==> config.mk <==
export PLATFORM = sky130hd
export DESIGN_NAME = spike_mac_driver
export DESIGN_NICKNAME = d
export VERILOG_FILES = /design/src/rtl/spike_mac_driver.sv
export SDC_FILE = /design/constraint.sdc
export NUM_CORES = 1
export LEC_CHECK = 0
export ABC_AREA = 1
export BUFFER_PORTS_ARGS = -buffer_cell sky130_fd_sc_hd__clkbuf_2
export CELL_PAD_IN_SITES_DETAIL_PLACEMENT = 1
export CELL_PAD_IN_SITES_GLOBAL_PLACEMENT = 1
export CORE_MARGIN = 3
export CORE_UTILIZATION = 35
export CTS_CLUSTER_DIAMETER = 50
export DETAILED_ROUTE_END_ITERATION = 12
export PLACE_DENSITY_LB_ADDON = 0.1
export SLEW_MARGIN = 20
export SYNTH_ARGS = -nofsm -noshare
export SYNTH_HDL_FRONTEND = slang
export SYNTH_SLANG_ARGS = --single-unit
==> constraint.sdc <==
create_clock -name clk -period 3.2 [get_ports clk]
set_clock_uncertainty 0.15 [all_clocks]
set_input_delay 0.16 -clock clk [delete_from_list [all_inputs] [get_ports clk]]
set_output_delay 0.16 -clock clk [all_outputs]
set_load 0.1 [all_outputs]
==> src/rtl/spike_mac_driver.sv <==
// spike_mac_driver: presynaptic front end for a spiking neuron.
// On each rising edge of the timestep strobe it snapshots the spike vector,
// then sums the signed weights of the spiking inputs serially, one input per
// cycle. The reduced result goes to mac_out with a one-cycle mac_valid.
//
// Optional build macro:
//   SPK_MAC_SAT_EN  defined   -> result clamps to the signed OUT_W range
//                   undefined -> result keeps the low OUT_W bits (wraps)
//
// Assumes OUT_W < W_WIDTH + clog2(N_IN) + 1, which the default sizes satisfy.
module spike_mac_driver #(
    parameter int N_IN    = 8,
    parameter int W_WIDTH = 8,
    parameter int OUT_W   = 8
) (
    input  logic                      clk,
    input  logic                      reset,
    input  logic                      pulse,
    input  logic [N_IN-1:0]           spk_in,
    input  logic                      w_we,
    input  logic [$clog2(N_IN)-1:0]   w_addr,
    input  logic signed [W_WIDTH-1:0] w_data,
    output logic signed [OUT_W-1:0]   mac_out,
    output logic                      mac_valid,
    output logic                      busy,
    output logic                      overrun
);

    localparam int IDX_W = $clog2(N_IN);
    // Wide enough that N_IN full-scale weights can never overflow.
    localparam int ACC_W = W_WIDTH + IDX_W + 1;

    localparam logic [IDX_W-1:0] LAST_IDX   = IDX_W'(N_IN - 1);
    localparam logic [IDX_W:0]   ADDR_LIMIT = (IDX_W + 1)'(N_IN);

    localparam logic signed [OUT_W-1:0] OUT_MAX = {1'b0, {(OUT_W - 1){1'b1}}};
    localparam logic signed [OUT_W-1:0] OUT_MIN = {1'b1, {(OUT_W - 1){1'b0}}};
    localparam logic signed [ACC_W-1:0] ACC_MAX = {{(ACC_W - OUT_W){1'b0}}, OUT_MAX};
    localparam logic signed [ACC_W-1:0] ACC_MIN = {{(ACC_W - OUT_W){1'b1}}, OUT_MIN};

    typedef enum logic [1:0] {
        S_IDLE,
        S_ACCUM,
        S_DONE
    } state_t;

    state_t                    state_q, state_d;
    logic                      pulse_q, pulse_d;
    logic [N_IN-1:0]           snap_q, snap_d;
    logic signed [ACC_W-1:0]   acc_q, acc_d;
    logic [IDX_W-1:0]          idx_q, idx_d;
    logic signed [W_WIDTH-1:0] weight_q [N_IN];
    logic signed [W_WIDTH-1:0] weight_d [N_IN];
    logic signed [OUT_W-1:0]   mac_out_q, mac_out_d;
    logic                      mac_valid_q, mac_valid_d;
    logic                      busy_q, busy_d;
    logic                      overrun_q, overrun_d;

    logic                      rise;
    logic signed [ACC_W-1:0]   term;
    logic signed [ACC_W-1:0]   acc_sum;
    logic signed [OUT_W-1:0]   reduced;

    // Next-state logic: edge detect, weight writes, serial accumulation and result reduction.
    always_comb begin
        // NOTE: every signal written here gets a default first so no path can infer a latch.
        state_d     = state_q;
        pulse_d     = pulse;
        snap_d      = snap_q;
        acc_d       = acc_q;
        idx_d       = idx_q;
        weight_d    = weight_q;
        mac_out_d   = mac_out_q;
        mac_valid_d = 1'b0;
        busy_d      = busy_q;
        overrun_d   = overrun_q;

        rise = pulse & ~pulse_q;

        // Reads below use weight_q, so a same-cycle write to the index being summed is not seen.
        if (w_we && ({1'b0, w_addr} < ADDR_LIMIT)) begin
            weight_d[w_addr] = w_data;
        end

        term    = snap_q[idx_q]
                ? {{(ACC_W - W_WIDTH){weight_q[idx_q][W_WIDTH-1]}}, weight_q[idx_q]}
                : '0;
        acc_sum = acc_q + term;

`ifdef SPK_MAC_SAT_EN
        if (acc_sum > ACC_MAX) begin
            reduced = OUT_MAX;
        end else if (acc_sum < ACC_MIN) begin
            reduced = OUT_MIN;
        end else begin
            reduced = acc_sum[OUT_W-1:0];
        end
`else
        reduced = acc_sum[OUT_W-1:0];
`endif

        case (state_q)
            S_IDLE: begin
                if (rise) begin
                    snap_d  = spk_in;
                    acc_d   = '0;
                    idx_d   = '0;
                    busy_d  = 1'b1;
                    state_d = S_ACCUM;
                end
            end
            S_ACCUM: begin
                // A new strobe mid-sum is dropped but remembered.
                if (rise) begin
                    overrun_d = 1'b1;
                end
                acc_d = acc_sum;
                idx_d = idx_q + 1'b1;
                if (idx_q == LAST_IDX) begin
                    mac_out_d   = reduced;
                    mac_valid_d = 1'b1;
                    state_d     = S_DONE;
                end
            end
            S_DONE: begin
                if (rise) begin
                    overrun_d = 1'b1;
                end
                busy_d  = 1'b0;
                state_d = S_IDLE;
            end
            default: begin
                busy_d  = 1'b0;
                state_d = S_IDLE;
            end
        endcase
    end

    // State registers with asynchronous active-low reset.
    always_ff @(posedge clk or negedge reset) begin
        if (!reset) begin
            // NOTE: the weight file is cleared on reset because neuron behaviour after reset depends on zero weights.
            state_q     <= S_IDLE;
            pulse_q     <= 1'b0;
            snap_q      <= '0;
            acc_q       <= '0;
            idx_q       <= '0;
            weight_q    <= '{default: '0};
            mac_out_q   <= '0;
            mac_valid_q <= 1'b0;
            busy_q      <= 1'b0;
            overrun_q   <= 1'b0;
        end else begin
            // NOTE: non-blocking assignments so every register samples pre-edge values.
            state_q     <= state_d;
            pulse_q     <= pulse_d;
            snap_q      <= snap_d;
            acc_q       <= acc_d;
            idx_q       <= idx_d;
            weight_q    <= weight_d;
            mac_out_q   <= mac_out_d;
            mac_valid_q <= mac_valid_d;
            busy_q      <= busy_d;
            overrun_q   <= overrun_d;
        end
    end

    assign mac_out   = mac_out_q;
    assign mac_valid = mac_valid_q;
    assign busy      = busy_q;
    assign overrun   = overrun_q;

endmodule

Word level (Yosys, flattened, before mapping). Index checks and enable logic that the tools add are counted.

Flip-flop bits (word level): 101. Output and inout port bits: 11. Logic and storage cells: 63.

Add/subtract/negate cells: 2. $lt $le $gt $ge: 4. Eq/ne operators: 5. Muxes and demuxes: 20. Bitwise gates (word level): 5. Reductions and logical operators: 10.

Operators with widths (number): 64-bit bitwise mux (1); 8-bit binary-select mux with 3-bit select (1); 8-bit demux with 3-bit select (1); 12-bit two-way mux (2); 8-bit two-way mux (3); 12-bit one-hot mux with 2 select lines (1); 12-bit adder (1); 2-bit AND reduction (6); 4-bit >= comparator (second input constant) (2); 3-bit NOT with 4-bit output (2); 3-bit one-hot mux with 2 select lines (1); 3-bit by 4-bit < comparator with 1-bit output (second input constant) (1); 4-bit by 1-bit < comparator with 1-bit output (second input constant) (1); 1-bit two-way mux (4); 2-bit two-way mux (2); 2-bit inequality test (second input constant) (2); 2-bit one-hot mux with 2 select lines (1); 3-bit by 1-bit adder with 3-bit output (second input constant) (1); 1-bit binary-select mux with 3-bit select (1); 3-bit == test (second input constant) (1); 3-bit two-way mux (1); 2-bit by 1-bit == test with 1-bit output (second input constant) (1); 2-bit == test (second input constant) (1); 2-bit zero test (1); 6 further kinds (7).

Logic depth before layout (Yosys ltp). Gate-level depths: netlist (run 1).

Depth in word-level cells: 7. Depth in mapped cells: 21. Depth with buffers taken out: 19.

Worst setup path before layout (run 1). OpenSTA, ideal clock, no wires.

Path type: reg2reg. From: register idx_q[1]. To: register acc_q[6]. Setup time: 0.120 ns. Data arrival time: 2.450 ns. Required time: 2.930 ns. Slack: 0.480 ns. Cell stages (with the launch flop): 21. Cells stage by stage: dfrtp_1 > buf_2 > inv_2 > clkbuf_1 > o21ai_0 > o22ai_1 > nand2_1 > nand2_1 > nand2_1 > inv_1 > ha_1 > inv_1 > fa_1 > o21ai_0 > nand2_1 > nand2_1 > a21oi_1 > inv_1 > nand2_1 > nand3_1 > nand2_1.

Longest elaborated chain between the ends: 7. Elaborated cells between the ends (all ways): 9. Classes of those cells: add/sub (1); mux (7); bitwise (1).

Ends and longest elaborated chain: start: declaration (line 51) `logic [IDX_W-1:0] idx_q, idx_d;`; start signal: assignment (line 159) `idx_q <= idx_d;`; 3-bit NOT with 4-bit output (implied by the code) (line 86) `? {{(ACC_W - W_WIDTH){weight_q[idx_q][W_WIDTH-1]}}, weight_q[idx_q]}`; 8-bit binary-select mux with 3-bit select (line 86); 8-bit two-way mux (implied by the code) (2 in a row) (line 86); 12-bit two-way mux (*) (line 86); 12-bit adder (*) (line 88) `acc_sum = acc_q + term;`; 12-bit one-hot mux with 2 select lines (*) (line 102) `case (state_q)`; end signal: assignment (line 146) `acc_q <= '0;`; end signal: assignment (line 158) `acc_q <= acc_d;`; end: declaration (line 50) `logic signed [ACC_W-1:0] acc_q, acc_d;`.

Mark *: on every way between the ends. The rest lies on a longest branch, timed or not. The select of a mux whose other input is x is not followed. A chain may end at the register's enable or synchronous reset.

Worst setup path after layout (run 1).
From: register idx_q[0]. To: register acc_q[6].

Same word-level chain as after synthesis.

==> impl_metrics.tcl, run 1 <==
set metrics [dict create \
    ys_seq_elements 97 \
    rsz0062_at_grt "no" \
    setup_tns_ns 0 \
    min_period_over_period_pct 90.6 \
    ys_async_sr_fraction_pct 100 \
    irDropWorstVdd_v 0.000290 \
    drt-vias-per-instance 4.90 \
    yosysSeqAreaShare_pct 52.5 \
    drive_gt1_share_pct 11.5 \
    crit_family "compound AO/OA/AOI/OAI gates" \
    ctsResizeCount 0 \
    synth_edf_count 0 \
    grt_first_pass_wirelength_um 21200 \
    critPathCaptureType "flip-flop" \
    clockBufferDepth 2 \
    final_nets 648 \
    cts_root_buf "clkbuf_16" \
    cp_common_cell "nand2_1" \
    insertion_delay_ns 0.35 \
    combPwrFrac_pct 39.3 \
    coreArea_um2 12800 \
    internal-power_uw 2790 \
    status "finished clean" \
    wl_per_cell_um 15.8 \
    syn_inst 568 \
    power.share.clock_pct 24.8 \
    yosys_warnings 0 \
    die_x_um 121 \
    syn_area_per_cell_um2 8.14 \
    power.leakage_uw 0.00275 \
    path_cells "inv_2, buf_4, o21ai_0, o22ai_1, nand2_1, nand2_1, nand2_1, inv_1, ha_1, inv_1, fa_1, o21ai_0, nand2_1, nand2_1, a21oi_1, inv_1, nand2_1, nand3_1, nand2_1" \
    place.gp.congestion 0.767 \
    cpMaxStageDelayCell "dfrtp_1" \
    critPathRequiredTime_ns 3.28 \
    htree_levels 3 \
    synth.area.top_cells "dfrtp_1 53%, nand2_1 13%, o21ai_0 12%" \
    cts_tree "done" \
    cp_num_buf_inv 5 \
    fp-row-count 41 \
    p_switching_uw 1860 \
    synth_ff_type "dfrtp_1" \
    syn2layout_area_growth_pct 17.2 \
    synth_area_leader_cell "dfrtp_1" \
    hold_path_class "primary input to flip-flop" \
    max-cap-violations 0 \
    p_seq_share_pct 35.8 \
    clk_pin_slew_ns 0.07 \
    drc 0 \
    crit_type "flip-flop to flip-flop" \
    drtPass1Iterations 4 \
    fp.dieArea_um2 14600 \
    clock-sinks 97 \
    slowest_delay_ns 0.42 \
    p_per_area_nw_per_um2 858 \
    io_pins 34 \
    overflow 0 \
    crit_arrival_ns 2.98 \
    max_freq_ghz 0.345 \
    grt_pass1_vias 4194 \
    synth_cell_type_count 26 \
    place_ws_ns 0.304 \
    cp-start-kind "flip-flop" \
    portBuffers 33 \
    finalHoldViolCount 0 \
    synth_top_area_share_pct 52.5 \
    setup_viol_count_final 0 \
    syn_area_um2 4620 \
    cp_max_fo 12 \
    fin_ws_ns 0.300 \
    slew_viol_final 0 \
    syn_nets 603 \
    drt_iter0_markers 172 \
    grt.total_usage_pct 18.6 \
    antenna_found_initial 0 \
    detail-route-antenna-nets 0 \
    period_minus_slack_ns 2.90 \
    max_slew_margin_pct 52.2 \
    start_util_pct 36.2 \
    die_h_um 121 \
    antenna_cells 0 \
    cts_buffers 9 \
    tightest_slew_ns 0.716 \
    wl_um 12500 \
    swShare_pct 40.0 \
    reg2reg_slack_ns 0.30 \
    grt_max_degree 46 \
    vias 3870 \
    fin_util_pct 42.4 \
    hpwl_um 8570 \
]
## stage by stage
| stage | total power [uW] | instance area, um2 | cells | hold WS (ns) |
|---|---|---|---|---|
| CTS | 4710 | 5420 | 789 | 0.00914 |
| detailed placement | 3520 | 4990 | 762 | 0.0555 |
| finish | 4650 | 5420 | 789 | 0.00777 |
| global route | 5050 | 5420 | 789 | 0.0602 |
| global placement | 3460 | 4990 | 762 | 0.0636 |
| floorplan | 2990 | 4620 | 568 | -0.286 |
## repair_timing
action	CTS	global route
endpoints found under the hold margin	54	0
hold buffers	12	0
buffers inserted	0	0
## synthesized netlist by cell type, types with 5 or more instances
| cell | instances |
|---|---|
| o21ai_0 | 114 |
| nand3_1 | 21 |
| nor2_1 | 43 |
| inv_1 | 56 |
| ha_1 | 11 |
| clkbuf_1 | 10 |
| dfrtp_1 | 97 |
| nand2_1 | 154 |
| a21oi_1 | 14 |
| nand2_2 | 5 |
| o22ai_1 | 16 |
| buf_2 | 9 |
## area by class of cell
class                           count  area, um2
Fill cell                        1517       7360
Multi-Input combinational cell    390       1860
Sequential cell                    97       2430
Tap cell                          172        215
Clock inverter                      6       83.8
Clock buffer                        9        225
Timing Repair Buffer               56        383
Inverter                           59        221
## worst paths after layout
check	start	end	cells after the start
setup / recovery	idx_q[0]$_DFFE_PN0P_	acc_q[6]$_DFFE_PN0P_	19
hold / removal	w_data[2]	weight_q[2]$_DFFE_PN0P_	3
setup reg to reg	idx_q[0]$_DFFE_PN0P_	acc_q[6]$_DFFE_PN0P_	19
hold reg to reg	overrun$_DFFE_PN0P_	overrun$_DFFE_PN0P_	1
max in group asynchronous	reset	state_q[1]$_DFFE_PN0P_	3
min in group asynchronous	reset	snap_q[5]$_DFFE_PN0P_	2
## cell families (layout without fill, tap and decap cells)
kind of cell,Yosys count,in the layout,share of synthesized area (%)
and+or+nand+nor,229,229,20.0
adders and majority gates,12,12,3.41
AOI/OAI and AO/OA,146,146,16.3
xor gates and xnor gates,3,3,0.568
buffers and inverters,81,130,7.23
DFF,97,97,52.5
## sequential cells by signal (all words and copies together) (netlist names)
signal,count
mac_valid,1
acc_q,8
idx_q,3
state_q,2
mac_out,8
busy,1
overrun,1
pulse_q,1
snap_q,8
weight_q,64
## metal layers
metal	vias to the layer above	share of wire (%)	track usage (%)
li1	1929	-	-
met4	0	2.4	7.93
met3	15	2.8	2.56
met1	1873	48	24.9
met2	53	46	30.3
met5	-	0	0
## layout by cell type, fill, tap and decap left out
cell type	instances
a21o_1	1
nor2_1	43
bufinv_16	2
inv_2	2
buf_4	11
nand3_2	1
inv_1	56
o21ai_1	1
clkinv_2	3
nand3_1	21
nand2_4	1
fa_1	1
nand2_1	154
or2_2	1
a21oi_1	14
nand2_2	5
nor3_2	1
xnor2_1	3
clkbuf_16	9
clkinv_4	1
ha_1	11
dfrtp_1	97
clkbuf_2	32
clkinv_1	1
nor2_2	1
o22ai_1	16
buf_12	1
dlygate4sd3_1	12
o21ai_0	114
nor3_1	1
## worst register-to-register path: cells and delay by family (launching register included)
family / cells / cell delay, ns
AOI/OAI and AO/OA: 4 / 0.60
buffers and inverters: 5 / 0.56
adders and majority gates: 2 / 0.55
and+or+nand+nor: 8 / 0.52
DFF: 1 / 0.42
## power groups by stage
stage / Combinational [uW] / Clock [uW] / Sequential [uW]
4_1_cts: 1860 / 1180 / 1670
5_1_grt: 2120 / 1230 / 1700
6_report: 1830 / 1150 / 1670
3_5_place_dp: 1830 / 0 / 1690
3_3_place_gp: 1770 / 0 / 1680
2_1_floorplan: 1220 / 0 / 1770
No activity file was read; power rests on OpenSTA's default activity.
==> inputs of run 2 (changes only) <==
--- a/config.mk
+++ b/config.mk
@@ -9,7 +9,7 @@
 export BUFFER_PORTS_ARGS = -buffer_cell sky130_fd_sc_hd__clkbuf_2
 export CELL_PAD_IN_SITES_DETAIL_PLACEMENT = 1
 export CELL_PAD_IN_SITES_GLOBAL_PLACEMENT = 1
-export CORE_MARGIN = 3
+export CORE_MARGIN = 2
 export CORE_UTILIZATION = 35
 export CTS_CLUSTER_DIAMETER = 50
 export DETAILED_ROUTE_END_ITERATION = 12
==> run 2 against run 1 <==
Compared with the run above: clock power down 9.6%; largest power group unchanged; core utilization shrank 0.32 points; largest cell class unchanged; routed wire length is 1.1% lower; critical endpoint is now mac_out[6]$_DFFE_PN0P_.
==> impl_metrics.tcl, run 2 (synthesized netlist as in run 1, its figures left out) <==
set metrics [dict create \
    place.gp.congestion 0.787 \
    max_freq_ghz 0.341 \
    grt_first_pass_wirelength_um 20900 \
    fp-row-count 41 \
    vias 3875 \
    cts_buffers 9 \
    crit_arrival_ns 3.02 \
    status "finished clean" \
    die_h_um 119 \
    syn2layout_area_growth_pct 16.3 \
    final_common_cell "nand2_1" \
    placed_cells 763 \
    htree_levels 3 \
    hpwl_um 8560 \
    drtPass1Iterations 4 \
    power.leakage_uw 0.00272 \
    insertion_delay_ns 0.35 \
    min_period_over_period_pct 91.6 \
    reg2reg_from "idx_q[0]$_DFFE_PN0P_" \
    clk_pin_slew_ns 0.07 \
    coreArea_um2 12800 \
    antenna_cells 0 \
    critPathCaptureType "flip-flop" \
    place_ws_ns 0.259 \
    finalHoldViolCount 0 \
    drt_iter0_markers 189 \
    tightest_slew_ns 0.719 \
    clock-sinks 97 \
    clockBufferDepth 2 \
    start_util_pct 36.2 \
    grt.total_usage_pct 18.9 \
    max_slew_margin_pct 52.0 \
    min-delay-start "w_data[4]" \
    reg2reg_slack_ns 0.27 \
    cp-start-kind "flip-flop" \
    drt-vias-per-instance 4.91 \
    slew_viol_final 0 \
    fp.dieArea_um2 14100 \
    fin_ws_ns 0.270 \
    cts_root_buf "clkbuf_16" \
    rsz0062_at_grt "no" \
    final_cell_mix "154 x nand2_1, 114 x o21ai_0, 97 x dfrtp_1" \
    grt_max_degree 46 \
    wl_per_cell_um 15.6 \
    cp-startpoint "idx_q[0]$_DFFE_PN0P_" \
    wl_um 12300 \
    crit_type "flip-flop to flip-flop" \
    cts_setup_buffers 0 \
    cp_max_fo 26 \
    instances_no_fill 790 \
    grt_pass1_vias 4068 \
    hold_slack_ns 0.0135 \
    critPathRequiredTime_ns 3.29 \
    antenna_found_initial 0 \
    largest_register_ff_count 64 \
    irDropWorstVdd_v 0.000299 \
    hold_path_class "primary input to flip-flop" \
    drive_gt1_share_pct 11.7 \
    setup_tns_ns 0 \
    period_minus_slack_ns 2.93 \
    die_x_um 119 \
    portBuffers 33 \
    detail-route-antenna-nets 0 \
    final_nets 648 \
    drc 0 \
    overflow 0 \
    regMostFlops "weight_q" \
    io_pins 34 \
    p_per_area_nw_per_um2 841 \
    max-cap-violations 0 \
    cts_tree "done" \
    setup_viol_count_final 0 \
]
==> run 2: cell count changes in the layout (fill, tap and decap cells not counted), moves of 2 or more <==
| cell | change |
|---|---|
| bufinv_16 | -2 |
| buf_4 | +2 |
| clkinvlp_4 | +3 |
| clkinv_2 | -3 |
==> run 2: path summary, 6_finish.rpt <==
| kind | to | cells after the start |
|---|---|---|
| max in group asynchronous | acc_q[7]$_DFFE_PN0P_ | 3 |
| min reg2reg | overrun$_DFFE_PN0P_ | 1 |
| min in group asynchronous | snap_q[4]$_DFFE_PN0P_ | 2 |
| min | weight_q[4]$_DFFE_PN0P_ | 3 |
| max reg2reg | mac_out[6]$_DFFE_PN0P_ | 18 |
| max | mac_out[6]$_DFFE_PN0P_ | 18 |
==> run 2: layout make-up <==
type | count | area [um2]
clock buffers | 11 | 243
clock inverters | 5 | 40.0
flip-flops and latches | 97 | 2430
well taps | 172 | 215
repair buffers | 56 | 368
multi-input cells | 390 | 1860
inverters | 59 | 221
fillers | 1573 | 7400
==> run 2: routing by layer <==
layer  global-route usage [%]  vias to the layer above  wire length, um
met5                        0                        -                0
li1                         -                     1928                -
met3                     3.54                       11              304
met2                     30.1                       48             5760
met4                     6.70                        0              191
met1                     25.6                     1888             6070
==> run 2: report_power, final <==
| group | leakage [uW] | internal (uW) | switching (uW) | total [uW] |
|---|---|---|---|---|
| Combinational | 0.00137 | 587 | 1220 | 1800 |
| Clock | 0.000128 | 553 | 491 | 1040 |
| Sequential | 0.00123 | 1510 | 160 | 1670 |
| Total | 0.00272 | 2650 | 1870 | 4520 |
==> run 2: repair_timing <==
item / CTS / global route
hold endpoints to repair: 53 / 0
hold buffers: 11 / 0
resized for setup: 0 / 0
==> run 2: critical path: stages, from the launching register on <==
cell,delay (ns)
dfrtp_1,0.39
inv_2,0.35
o21ai_0,0.17
o22ai_1,0.15
nand2_1,0.08
nand2_1,0.07
nand2_1,0.04
inv_1,0.05
ha_1,0.15
inv_1,0.05
fa_1,0.40
o21ai_0,0.30
nand2_1,0.08
nand2_1,0.07
a21oi_1,0.07
inv_1,0.06
nand2_1,0.06
nand3_1,0.07
nand2_1,0.05
==> run 2: per-stage QoR <==
step / cell area (um2) / utilization, % / power (uW)
after floorplan: 4620 / - / 2990
after global placement: 4980 / 39.0 / 3450
after detailed placement: 4980 / 39.0 / 3520
after CTS: 5380 / 42.1 / 4590
after global routing: 5380 / 42.1 / 4920
final: 5380 / 42.1 / 4520
